[src/rtl/ham_pkg.sv]
// Shared types and constants for the Hamming min/max sequencer.
package ham_pkg;

  localparam int unsigned HAM_W = 5;
  localparam logic [HAM_W-1:0] HAM_INIT_MIN = 5'd16;

  typedef logic [15:0] word_t;

  typedef enum logic [2:0] {
    IDLE,
    LOAD,
    CMP,
    WR_MIN,
    WR_MAX,
    WR_MINPAIR,
    WR_MAXPAIR,
    DONE
  } state_t;

endpackage

[src/rtl/ham_minmax_ctrl_if.sv]
// Start/done handshake plus byte-wide dm port between the sequencer and its memory.
interface ham_minmax_ctrl_if;

  logic       start;
  logic       done;
  logic       busy;
  logic [7:0] mem_addr;
  logic [7:0] mem_rdata;
  logic       mem_wr_en;
  logic [7:0] mem_wdata;

  modport master (
    input  start,
    input  mem_rdata,
    output done,
    output busy,
    output mem_addr,
    output mem_wr_en,
    output mem_wdata
  );

  modport slave (
    output start,
    output mem_rdata,
    input  done,
    input  busy,
    input  mem_addr,
    input  mem_wr_en,
    input  mem_wdata
  );

endinterface

[src/rtl/ham_dist16.sv]
// Combinational Hamming distance of two 16-bit words (XOR + popcount, 0..16).
module ham_dist16
  import ham_pkg::*;
(
  input  word_t             i_a,
  input  word_t             i_b,
  output logic [HAM_W-1:0]  o_dist
);

  word_t w_x;

  always_comb begin
    w_x    = i_a ^ i_b;
    o_dist = '0;
    for (int i = 0; i < 16; i++) begin
      o_dist = o_dist + {4'b0, w_x[i]};
    end
  end

endmodule

[src/rtl/ham_minmax_ctrl.sv]
// Min/max pairwise Hamming distance sequencer over dm; results at RES_ADDR/+1.
// Optional HAM_PAIR_ADDR_EN also writes winning (j,k) indices to RES_ADDR+2..+5.
module ham_minmax_ctrl
  import ham_pkg::*;
#(
  parameter int unsigned N_WORDS   = 32,
  parameter logic [7:0]  BASE_ADDR = 8'd0,
  parameter logic [7:0]  RES_ADDR  = 8'd64
) (
  input logic               clk,
  input logic               rst_n,
  ham_minmax_ctrl_if.master bus
);

  localparam logic [6:0] LOAD_LAST = 7'(2 * N_WORDS);
  localparam logic [4:0] J_LAST    = 5'(N_WORDS - 2);
  localparam logic [4:0] K_LAST    = 5'(N_WORDS - 1);

  state_t           r_state, w_state_next;
  logic             r_start_q;
  logic [6:0]       r_cnt;
  logic [4:0]       r_j, r_k;
  logic [HAM_W-1:0] r_min, r_max;
  logic [HAM_W-1:0] w_dist;
  word_t            r_buf [32];
  logic [5:0]       w_byte_idx;
  logic             w_launch, w_last_pair;
`ifdef HAM_PAIR_ADDR_EN
  logic [4:0]       r_min_j, r_min_k, r_max_j, r_max_k;
  logic             r_phase;
`endif

  assign w_launch    = (r_state == IDLE) && r_start_q && !bus.start;
  assign w_last_pair = (r_j == J_LAST) && (r_k == K_LAST);
  // Capture lags the issued address by one cycle.
  assign w_byte_idx  = 6'(r_cnt - 7'd1);

  ham_dist16 u_dist (
    .i_a    (r_buf[r_j]),
    .i_b    (r_buf[r_k]),
    .o_dist (w_dist)
  );

  always_ff @(posedge clk or negedge rst_n) begin
    if (!rst_n) r_state <= IDLE;
    else        r_state <= w_state_next;
  end

  always_comb begin
    w_state_next = r_state;
    unique case (r_state)
      IDLE:   if (w_launch) w_state_next = LOAD;
      LOAD: begin
        if (bus.start)                w_state_next = IDLE;
        else if (r_cnt == LOAD_LAST)  w_state_next = CMP;
      end
      CMP: begin
        if (bus.start)        w_state_next = IDLE;
        else if (w_last_pair) w_state_next = WR_MIN;
      end
      WR_MIN: w_state_next = WR_MAX;
`ifdef HAM_PAIR_ADDR_EN
      WR_MAX:     w_state_next = WR_MINPAIR;
      WR_MINPAIR: if (r_phase) w_state_next = WR_MAXPAIR;
      WR_MAXPAIR: if (r_phase) w_state_next = DONE;
`else
      WR_MAX: w_state_next = DONE;
`endif
      DONE:   if (bus.start) w_state_next = IDLE;
      default: w_state_next = IDLE;
    endcase
  end

  always_comb begin
    bus.done      = 1'b0;
    bus.busy      = 1'b0;
    bus.mem_wr_en = 1'b0;
    bus.mem_addr  = '0;
    bus.mem_wdata = '0;
    unique case (r_state)
      LOAD: begin
        bus.busy = 1'b1;
        if (r_cnt < LOAD_LAST) bus.mem_addr = BASE_ADDR + 8'(r_cnt);
      end
      CMP: bus.busy = 1'b1;
      WR_MIN: begin
        bus.busy      = 1'b1;
        bus.mem_wr_en = 1'b1;
        bus.mem_addr  = RES_ADDR;
        bus.mem_wdata = {3'b0, r_min};
      end
      WR_MAX: begin
        bus.busy      = 1'b1;
        bus.mem_wr_en = 1'b1;
        bus.mem_addr  = RES_ADDR + 8'd1;
        bus.mem_wdata = {3'b0, r_max};
      end
`ifdef HAM_PAIR_ADDR_EN
      WR_MINPAIR: begin
        bus.busy      = 1'b1;
        bus.mem_wr_en = 1'b1;
        bus.mem_addr  = RES_ADDR + (r_phase ? 8'd3 : 8'd2);
        bus.mem_wdata = {3'b0, (r_phase ? r_min_k : r_min_j)};
      end
      WR_MAXPAIR: begin
        bus.busy      = 1'b1;
        bus.mem_wr_en = 1'b1;
        bus.mem_addr  = RES_ADDR + (r_phase ? 8'd5 : 8'd4);
        bus.mem_wdata = {3'b0, (r_phase ? r_max_k : r_max_j)};
      end
`endif
      DONE: bus.done = 1'b1;
      default: ;
    endcase
  end

  always_ff @(posedge clk or negedge rst_n) begin
    if (!rst_n) begin
      r_start_q <= 1'b1;
      r_cnt     <= '0;
      r_j       <= '0;
      r_k       <= '0;
      r_min     <= HAM_INIT_MIN;
      r_max     <= '0;
`ifdef HAM_PAIR_ADDR_EN
      r_min_j   <= '0;
      r_min_k   <= '0;
      r_max_j   <= '0;
      r_max_k   <= '0;
      r_phase   <= 1'b0;
`endif
    end else begin
      r_start_q <= bus.start;
      unique case (r_state)
        IDLE: begin
          if (w_launch) begin
            r_cnt   <= '0;
            r_min   <= HAM_INIT_MIN;
            r_max   <= '0;
`ifdef HAM_PAIR_ADDR_EN
            r_min_j <= '0;
            r_min_k <= '0;
            r_max_j <= '0;
            r_max_k <= '0;
`endif
          end
        end
        LOAD: begin
          r_cnt <= r_cnt + 7'd1;
          r_j   <= 5'd0;
          r_k   <= 5'd1;
        end
        CMP: begin
          // Strict compares keep the first pair in scan order on ties.
          if (w_dist < r_min) begin
            r_min   <= w_dist;
`ifdef HAM_PAIR_ADDR_EN
            r_min_j <= r_j;
            r_min_k <= r_k;
`endif
          end
          if (w_dist > r_max) begin
            r_max   <= w_dist;
`ifdef HAM_PAIR_ADDR_EN
            r_max_j <= r_j;
            r_max_k <= r_k;
`endif
          end
          if (r_k == K_LAST) begin
            r_j <= r_j + 5'd1;
            r_k <= r_j + 5'd2;
          end else begin
            r_k <= r_k + 5'd1;
          end
        end
`ifdef HAM_PAIR_ADDR_EN
        WR_MAX:                 r_phase <= 1'b0;
        WR_MINPAIR, WR_MAXPAIR: r_phase <= ~r_phase;
`endif
        default: ;
      endcase
    end
  end

  always_ff @(posedge clk) begin
    if (r_state == LOAD && r_cnt != 7'd0) begin
      if (w_byte_idx[0]) r_buf[w_byte_idx[5:1]][7:0]  <= bus.mem_rdata;
      else               r_buf[w_byte_idx[5:1]][15:8] <= bus.mem_rdata;
    end
  end

endmodule
[src/flat_wrapper.sv]
// flat-port wrapper written by rule: the top's interface ports become plain ports
module ham_minmax_ctrl_flat import ham_pkg::*;
#(
  parameter int unsigned N_WORDS   = 32,
  parameter logic [7:0]  BASE_ADDR = 8'd0,
  parameter logic [7:0]  RES_ADDR  = 8'd64
)
  (clk, rst_n, bus_start, bus_mem_rdata, bus_done, bus_busy, bus_mem_addr, bus_mem_wr_en, bus_mem_wdata);
  ham_minmax_ctrl_if bus_i ();
  input logic clk;
  input logic rst_n;
  input wire logic [$bits(bus_i.start)-1:0] bus_start;
  input wire logic [$bits(bus_i.mem_rdata)-1:0] bus_mem_rdata;
  output wire logic [$bits(bus_i.done)-1:0] bus_done;
  output wire logic [$bits(bus_i.busy)-1:0] bus_busy;
  output wire logic [$bits(bus_i.mem_addr)-1:0] bus_mem_addr;
  output wire logic [$bits(bus_i.mem_wr_en)-1:0] bus_mem_wr_en;
  output wire logic [$bits(bus_i.mem_wdata)-1:0] bus_mem_wdata;
  assign bus_i.start = bus_start;
  assign bus_i.mem_rdata = bus_mem_rdata;
  assign bus_done = bus_i.done;
  assign bus_busy = bus_i.busy;
  assign bus_mem_addr = bus_i.mem_addr;
  assign bus_mem_wr_en = bus_i.mem_wr_en;
  assign bus_mem_wdata = bus_i.mem_wdata;
  ham_minmax_ctrl #(.N_WORDS(N_WORDS), .BASE_ADDR(BASE_ADDR), .RES_ADDR(RES_ADDR)) u_core (.clk(clk), .rst_n(rst_n), .bus(bus_i));
endmodule
[config.mk]
export PLATFORM = sky130hd
export DESIGN_NAME = ham_minmax_ctrl_flat
export DESIGN_NICKNAME = d
export VERILOG_FILES = /design/src/rtl/ham_pkg.sv /design/src/rtl/ham_minmax_ctrl_if.sv /design/src/rtl/ham_dist16.sv /design/src/rtl/ham_minmax_ctrl.sv /design/src/flat_wrapper.sv
export SDC_FILE = /design/constraint.sdc
export NUM_CORES = 1
export LEC_CHECK = 0
export CAP_MARGIN = 40
export CORE_MARGIN = 2
export CORE_UTILIZATION = 55
export CTS_CLUSTER_SIZE = 24
export DETAILED_ROUTE_END_ITERATION = 10
export GPL_ROUTABILITY_DRIVEN = 0
export PLACE_DENSITY = 0.71
export RECOVER_POWER = 50
export SLEW_MARGIN = 15
export SYNTH_ARGS = -nofsm -noshare
export SYNTH_HDL_FRONTEND = slang
export SYNTH_SLANG_ARGS = --single-unit
[constraint.sdc]
create_clock -name clk -period 7.1 [get_ports clk]
set_clock_uncertainty 0.1 [all_clocks]
set_input_delay 2.13 -clock clk [delete_from_list [all_inputs] [get_ports clk]]
set_output_delay 2.13 -clock clk [all_outputs]
set_load 0.02 [all_outputs]
=== After elaboration in Yosys (flattened, before gate mapping) ===
Memories as Yosys holds them, arrays and structs flattened.
Index checks and enable logic that the tools add are counted.

* Flip-flop bits (word level): 31
* Memory bits (writable): 512
* Input port bits: 11
* Logic and storage cells: 95
* Memories kept: 1

{| class="wikitable"
|+ Memories
! memory !! words !! bits a word !! rd ports !! clocked after Yosys merged registers in !! wr ports !! line !! source
|-
| u_core.r_buf || 32 || 16 || 2 || 0 || 1 || ham_minmax_ctrl.sv:25 || <nowiki>word_t r_buf [32];</nowiki>
|}

* Add/subtract/negate cells: 20
* $lt $le $gt $ge: 3
* Equal/unequal tests: 15
* Muxes and demuxes: 31
* Bitwise gates (word level): 1
* Reductions and logical operators: 17

{| class="wikitable"
|+ Operator list
! operator !! number
|-
| $add 5x1->5 || 11
|-
| $pmux 5 s2 || 5
|-
| $mux 5 || 6
|-
| $pmux 8 s3 || 1
|-
| $mux 3 || 6
|-
| $pmux 3 s6 || 1
|-
| $xor 16x16->16 || 1
|-
| $mux 7 || 2
|-
| $pmux 7 s2 || 1
|-
| $add 5x1->5 const B || 2
|-
| $eq 5x5->1 const B || 2
|-
| $mux 1 || 9
|-
| $ne 2x1->1 const B || 4
|-
| $add 7x1->7 const B || 1
|-
| $eq 7x7->1 const B || 1
|-
| $lt 7x7->1 const B || 1
|-
| $reduce_bool 7->1 || 1
|-
| $eq 3x2->1 const B || 2
|-
| $eq 3x3->1 const B || 2
|-
| $ne 3x2->1 const B || 2
|-
| $reduce_and 3->1 || 2
|-
| $reduce_bool 2->1 || 3
|-
| $sub 6x1->6 const B || 1
|-
| $add 4x1->5 || 1
|-
| other kinds (15) || 19
|}

=== Longest topological paths before layout ===
An unclocked memory read counts as a cell.

* Word-level depth: 20
* Mapped depth: 26
* Gate-level depth less buffers: 22

=== Cells and area by module ===
A second synthesis with hierarchy kept.

* Cell total of the unflattened synthesis: 1,641
* Area total of the unflattened synthesis: 26,695.6 um^2

{| class="wikitable"
|+ Modules (own cells, without submodules)
! module !! times used !! cells each !! area an instance (um^2) !! seq. area each (um^2)
|-
| ham_minmax_ctrl || 1 || 1,592 || 26,200.1 || 16,153.0
|-
| ham_dist16 || 1 || 49 || 495.5 || 0.0
|}

=== Worst setup path after synthesis ===
OpenSTA, ideal clock, no wires.

* Path kind: register -> register
* Start: reg u_core.r_k[0]
* End: reg u_core.r_min[4]
* Setup time: 75 ps
* Arrival: 5,944 ps
* Slack: 981 ps
* Cell stages (with the launch flop): 21
* Buffers on the path: 2
* Path through: dfrtp_1 -> buf_6 -> buf_2 -> mux4_2 -> a22o_1 -> nor4_2 -> xnor2_1 -> fa_1 -> fa_1 -> fa_1 -> fa_1 -> ha_1 -> inv_1 -> fa_1 -> inv_1 -> ha_1 -> a21boi_0 -> o21a_1 -> o21ai_0 -> a21oi_1 -> mux2i_1

* Word-level cells in the longest chain between the ends: 20

{| class="wikitable"
|+ Ends and longest elaborated chain
! what !! line !! source
|-
| start: declaration || ham_minmax_ctrl.sv:22 || <nowiki>logic [4:0] r_j, r_k;</nowiki>
|-
| start signal: assignment || ham_minmax_ctrl.sv:171 || <nowiki>r_k <= r_j + 5'd2;</nowiki>
|-
| start signal: assignment || ham_minmax_ctrl.sv:173 || <nowiki>r_k <= r_k + 5'd1;</nowiki>
|-
| $mem_v2 32x16 * || n/a ||
|-
| $xor 16x16->16 * || ham_dist16.sv:13 || <nowiki>w_x = i_a ^ i_b;</nowiki>
|-
| $add 1x1->2 || ham_dist16.sv:16 || <nowiki>o_dist = o_dist + {4'b0, w_x[i]};</nowiki>
|-
| $add 2x1->3 || ham_dist16.sv:16 ||
|-
| $add 3x1->4 || ham_dist16.sv:16 ||
|-
| $add 4x1->5 || ham_dist16.sv:16 ||
|-
| $add 5x1->5 (10 in a row) || ham_dist16.sv:16 ||
|-
| $add 5x1->5 * || ham_dist16.sv:16 ||
|-
| $lt 5x5->1 || ham_minmax_ctrl.sv:155 || <nowiki>if (w_dist < r_min) begin</nowiki>
|-
| $ne 2x1->1 (no line) || n/a ||
|-
| $reduce_and 3->1 (no line) || n/a ||
|-
| end signal: assignment || ham_minmax_ctrl.sv:156 || <nowiki>r_min <= w_dist;</nowiki>
|-
| end: declaration || ham_minmax_ctrl.sv:23 || <nowiki>logic [HAM_W-1:0] r_min, r_max;</nowiki>
|}

Every way passes the cells marked *; elsewhere a longest branch is shown, timed or not. The select of a mux whose other input is x is not followed.
A chain may end at the register's enable or synchronous reset.

=== Worst setup path after layout ===
* Start: reg u_core.r_k[1]
* End: reg u_core.r_max[0]

* Word-level cells in the longest chain between the ends: 20

{| class="wikitable"
|+ Ends and longest elaborated chain
! what !! line !! source
|-
| $mem_v2 32x16 * || n/a ||
|-
| $xor 16x16->16 * || ham_dist16.sv:13 ||
|-
| $add 1x1->2 || ham_dist16.sv:16 ||
|-
| $add 2x1->3 || ham_dist16.sv:16 ||
|-
| $add 3x1->4 || ham_dist16.sv:16 ||
|-
| $add 4x1->5 || ham_dist16.sv:16 ||
|-
| $add 5x1->5 (10 in a row) || ham_dist16.sv:16 ||
|-
| $add 5x1->5 * || ham_dist16.sv:16 ||
|-
| $gt 5x5->1 || ham_minmax_ctrl.sv:162 || <nowiki>if (w_dist > r_max) begin</nowiki>
|-
| $ne 2x1->1 (no line) || n/a ||
|-
| $reduce_and 3->1 (no line) || n/a ||
|-
| end signal: assignment || ham_minmax_ctrl.sv:163 || <nowiki>r_max <= w_dist;</nowiki>
|-
| end: declaration || ham_minmax_ctrl.sv:23 ||
|}

Marked as above.

==> Flow_metrics.wiki <==
{| class="wikitable"
! Metric !! Value
|-
| Path class of the lowest-slack min-delay path || register to register
|-
| Clock latency on the worst-skew pair || 0.61 ns
|-
| Wire length of the first global-routing pass || between 100000 and 150000 µm
|-
| Remaining antenna violation count || 0
|-
| Initial antenna violation count || 0
|-
| DIE AREA || between 0.05 and 0.06 mm²
|-
| Total negative setup slack || 0 ns
|-
| CP endpoint kind || register
|-
| Slack of the worst reg-to-reg path || 0.31 ns
|-
| Clock root cell || sky130_fd_sc_hd__clkbuf_16
|-
| DR pass1 iterations || 7
|-
| Residual DRC || 0
|-
| Final WL || approximately 71000 µm
|-
| Start point of the critical path || u_core.r_k[1]
|-
| Share of synthesized flip-flops with an asynchronous set or reset || approximately 5.7%
|-
| Hold Path Stages || 2
|-
| Peak supply drop || 0.921 mV
|-
| Warning count from the yosys run || 0
|-
| Clock Tree Buf Depth || 3
|-
| Outcome || finished, violations left
|-
| Sequential share of the synthesized area || between 60% and 70%
|-
| DRC violation total after the first TritonRoute iteration || 1998
|-
| Overall Power || 12.4 mW
|-
| Violated checks || max-capacitance violations, max-slew violations
|-
| Via count of the first global-routing pass || 16.3k
|-
| Starting utilization of the core area || 55.7%
|-
| Area growth from synthesis to final layout || 12.1%
|-
| Cell taking the most area after synthesis || sky130_fd_sc_hd__edfxtp_1
|-
| Top library cells by usage in the layout, fill and taps aside || sky130_fd_sc_hd__edfxtp_1, sky130_fd_sc_hd__mux4_2, sky130_fd_sc_hd__mux2i_1
|-
| Core Area || 0.0477 mm²
|-
| Number of port buffers || 25
|-
| Clock slew at reported path FFs || 0.07 ns
|-
| Fraction of layout cells with a size suffix above 1 || 26.2%
|-
| Fraction of synthesized area in multiplexers || 22.4%
|-
| Primary FF master, synth || sky130_fd_sc_hd__edfxtp_1
|-
| Pin count of the biggest net entering global routing || 73
|-
| Maximum level of the CTS H-tree || 2
|-
| Hold-fix buffer count after cts || 0
|-
| Number of unique standard cell types used by synthesis || 57
|-
| Final Hold Violating Endpoints || 0
|-
| Flip-flop and latch count after synthesis || between 500 and 600
|-
| Final Max Slew Viols || 407
|-
| Width of the die || 224 µm
|-
| Critical Path Start Type || register
|-
| Minimum hold slack || ~0.46 ns
|-
| Final critical-path required period || between 6 and 7 ns
|-
| Antenna Cells || 0
|-
| CP Max Fanout || 42
|-
| Count of flip-flops with a built-in enable after synthesis || around 500
|-
| Dpl cell area || 0.0280 mm²
|-
| Max capacitance violation total || 9
|-
| Worst r2r path cells || 22
|-
| Simple-gate share of the synthesized area || 5.17%
|-
| Final setup fails || 0
|-
| Main area contributors after synthesis || sky130_fd_sc_hd__edfxtp_1, sky130_fd_sc_hd__mux4_2, sky130_fd_sc_hd__mux2_2
|-
| Number of vias after detailed routing || 16.3k
|-
| Cells after synthesis || between 1.5k and 2k
|-
| Final period utilization || 95.6%
|-
| Critical path type || register to register
|-
| Synthesized-area fraction occupied by adder cells || 1.74%
|-
| Post-synthesis xor/xnor area fraction || 0.856%
|-
| Post-synth design cell area || roughly 0.027 mm²
|-
| Finished Cell Area || 0.0298 mm²
|-
| Total routing usage reported by global routing || 28.5%
|-
| Dominant combinational cell family by area after synthesis || multiplexers
|-
| Reported leakage power || around 9.5 nW
|-
| Via density || 6.86
|-
| Transition time at the pin with the least slew margin || 3.23 ns
|-
| Critical Path Sink || u_core.r_max[0]
|-
| Wirelength per Cell || 29.6 µm
|-
| I/O Pins || 30
|-
| TritonCTS clock tree || done
|-
| Worst rel slew slack || -115%
|-
| Unrepaired setup endpoints after global routing || no
|-
| Most common cell after layout, fill and taps aside || sky130_fd_sc_hd__edfxtp_1
|-
| Share of the synthesized area in the top cell type || 57.8%
|-
| Reg-to-reg startpoint || u_core.r_k[1]
|-
| Avg Synthesized Cell Area || 16.2 µm²
|-
| Remaining global-route overflow || 0
|-
| TritonCTS sink count || 543
|-
| Number of nets at the end of the flow || 1765
|-
| Final worst-path setup slack || about 0.31 ns
|-
| Site row count || 80
|-
| Maximum clock rate || 147 MHz
|-
| Worst r2r dst || u_core.r_max[0]
|-
| Critical Path RT || 7.47 ns
|-
| Power density cells || 417 mW/mm²
|-
| Clock buffer count from CTS || 55
|-
| Die span in y || 224 µm
|-
| Detailed Place HPWL || a little under 50000 µm
|-
| Pre-CTS setup slack || approximately 0.25 ns
|-
| Data arrival time of the critical path || 7.16 ns
|-
| Area fraction in compound gates after synthesis || 6.47%
|}
## metrics by stage
step | instances | utilization, %
floorplan | 1649 | -
global placement | 2241 | 58.1
detailed placement | 2271 | 58.7
CTS | 2370 | 62.5
global route | 2380 | 62.4
finish | 2380 | 62.4
## cell usage after synthesis (26+ instances only)
library cell	instances
sky130_fd_sc_hd__a21oi_1	26
sky130_fd_sc_hd__edfxtp_1	512
sky130_fd_sc_hd__mux4_2	160
sky130_fd_sc_hd__nor2_1	100
sky130_fd_sc_hd__a22oi_1	64
sky130_fd_sc_hd__nor3_1	31
sky130_fd_sc_hd__mux2_2	96
sky130_fd_sc_hd__inv_1	28
sky130_fd_sc_hd__dfrtp_1	29
sky130_fd_sc_hd__buf_2	33
sky130_fd_sc_hd__clkbuf_1	52
sky130_fd_sc_hd__mux2i_1	107
sky130_fd_sc_hd__nand2_1	47
sky130_fd_sc_hd__o22ai_1	62
## state kept, by name, summed over array words and instances, names as in the netlist
name              flops
u_core.r_buf        512
u_core.r_j            5
u_core.r_k            5
u_core.r_min          5
u_core.r_start_q      1
u_core.r_state        3
u_core.r_cnt          7
u_core.r_max          5
## metal layers
metal  global-route usage (%)  part of all wire, %
met5                        0                    0
met4                     9.16                  3.1
met3                     7.73                   11
met2                     43.7                   47
met1                     40.2                   40
## cells by family (layout without fill, tap and decap cells)
kind of cell	count (synthesis)	in the layout
flops	543	543
mux	371	371
compound gates	249	249
other cells	1	4
buf+inv	146	262
xor+xnor	26	26
fa+ha+maj	31	31
simple gates	279	279
## area by class of cell
type | instances | area [µm²]
clock buffer | 66 | 1460
clock inverter | 33 | 332
fill | 3388 | 17900
inverter | 28 | 105
multi-input combinational | 960 | 9790
sequential | 543 | 16200
tap | 615 | 769
timing repair buffer | 135 | 1180
## how the worst min path moves through the flow
stage	start	end
after floorplan	u_core.r_min[4]	u_core.r_min[4]
after global placement	u_core.r_max[1]	u_core.r_max[1]
after detailed placement	u_core.r_max[4]	u_core.r_max[4]
after CTS	u_core.r_max[4]	u_core.r_max[4]
after global routing	u_core.r_min[4]	u_core.r_min[4]
final	u_core.r_min[2]	u_core.r_min[2]
## power breakdown
| part | internal (mW) | switching [mW] |
|---|---|---|
| combinational | 2.60 | 3.20 |
| clock | 1.71 | 1.21 |
| sequential | 3.61 | 0.108 |
| total | 7.92 | 4.52 |
## worst max-delay path: stages, from the launching register on
cell	delay, ns
sky130_fd_sc_hd__dfrtp_4	0.61
sky130_fd_sc_hd__buf_12	0.29
sky130_fd_sc_hd__buf_4	0.26
sky130_fd_sc_hd__mux4_2	0.32
sky130_fd_sc_hd__a22oi_1	0.40
sky130_fd_sc_hd__nand4_1	0.21
sky130_fd_sc_hd__xnor2_2	0.21
sky130_fd_sc_hd__fa_1	0.53
sky130_fd_sc_hd__inv_1	0.06
sky130_fd_sc_hd__fa_1	0.50
sky130_fd_sc_hd__fa_1	0.43
sky130_fd_sc_hd__fa_1	0.50
sky130_fd_sc_hd__ha_1	0.23
sky130_fd_sc_hd__inv_1	0.09
sky130_fd_sc_hd__fa_1	0.56
sky130_fd_sc_hd__inv_1	0.08
sky130_fd_sc_hd__ha_1	0.29
sky130_fd_sc_hd__nor2b_1	0.13
sky130_fd_sc_hd__o21ai_0	0.14
sky130_fd_sc_hd__nand2b_1	0.08
sky130_fd_sc_hd__a211oi_1	0.30
sky130_fd_sc_hd__nor2_2	0.15
sky130_fd_sc_hd__mux2i_1	0.14
## timing repair
| action | in CTS | in global routing |
|---|---|---|
| setup buffers | 0 | 3 |
| gates resized for setup | 0 | 8 |
| endpoints found under the setup margin | 0 | 10 |
| endpoints found under the hold margin | 0 | 0 |
Note: power is estimated with default switching activity, not from simulation.
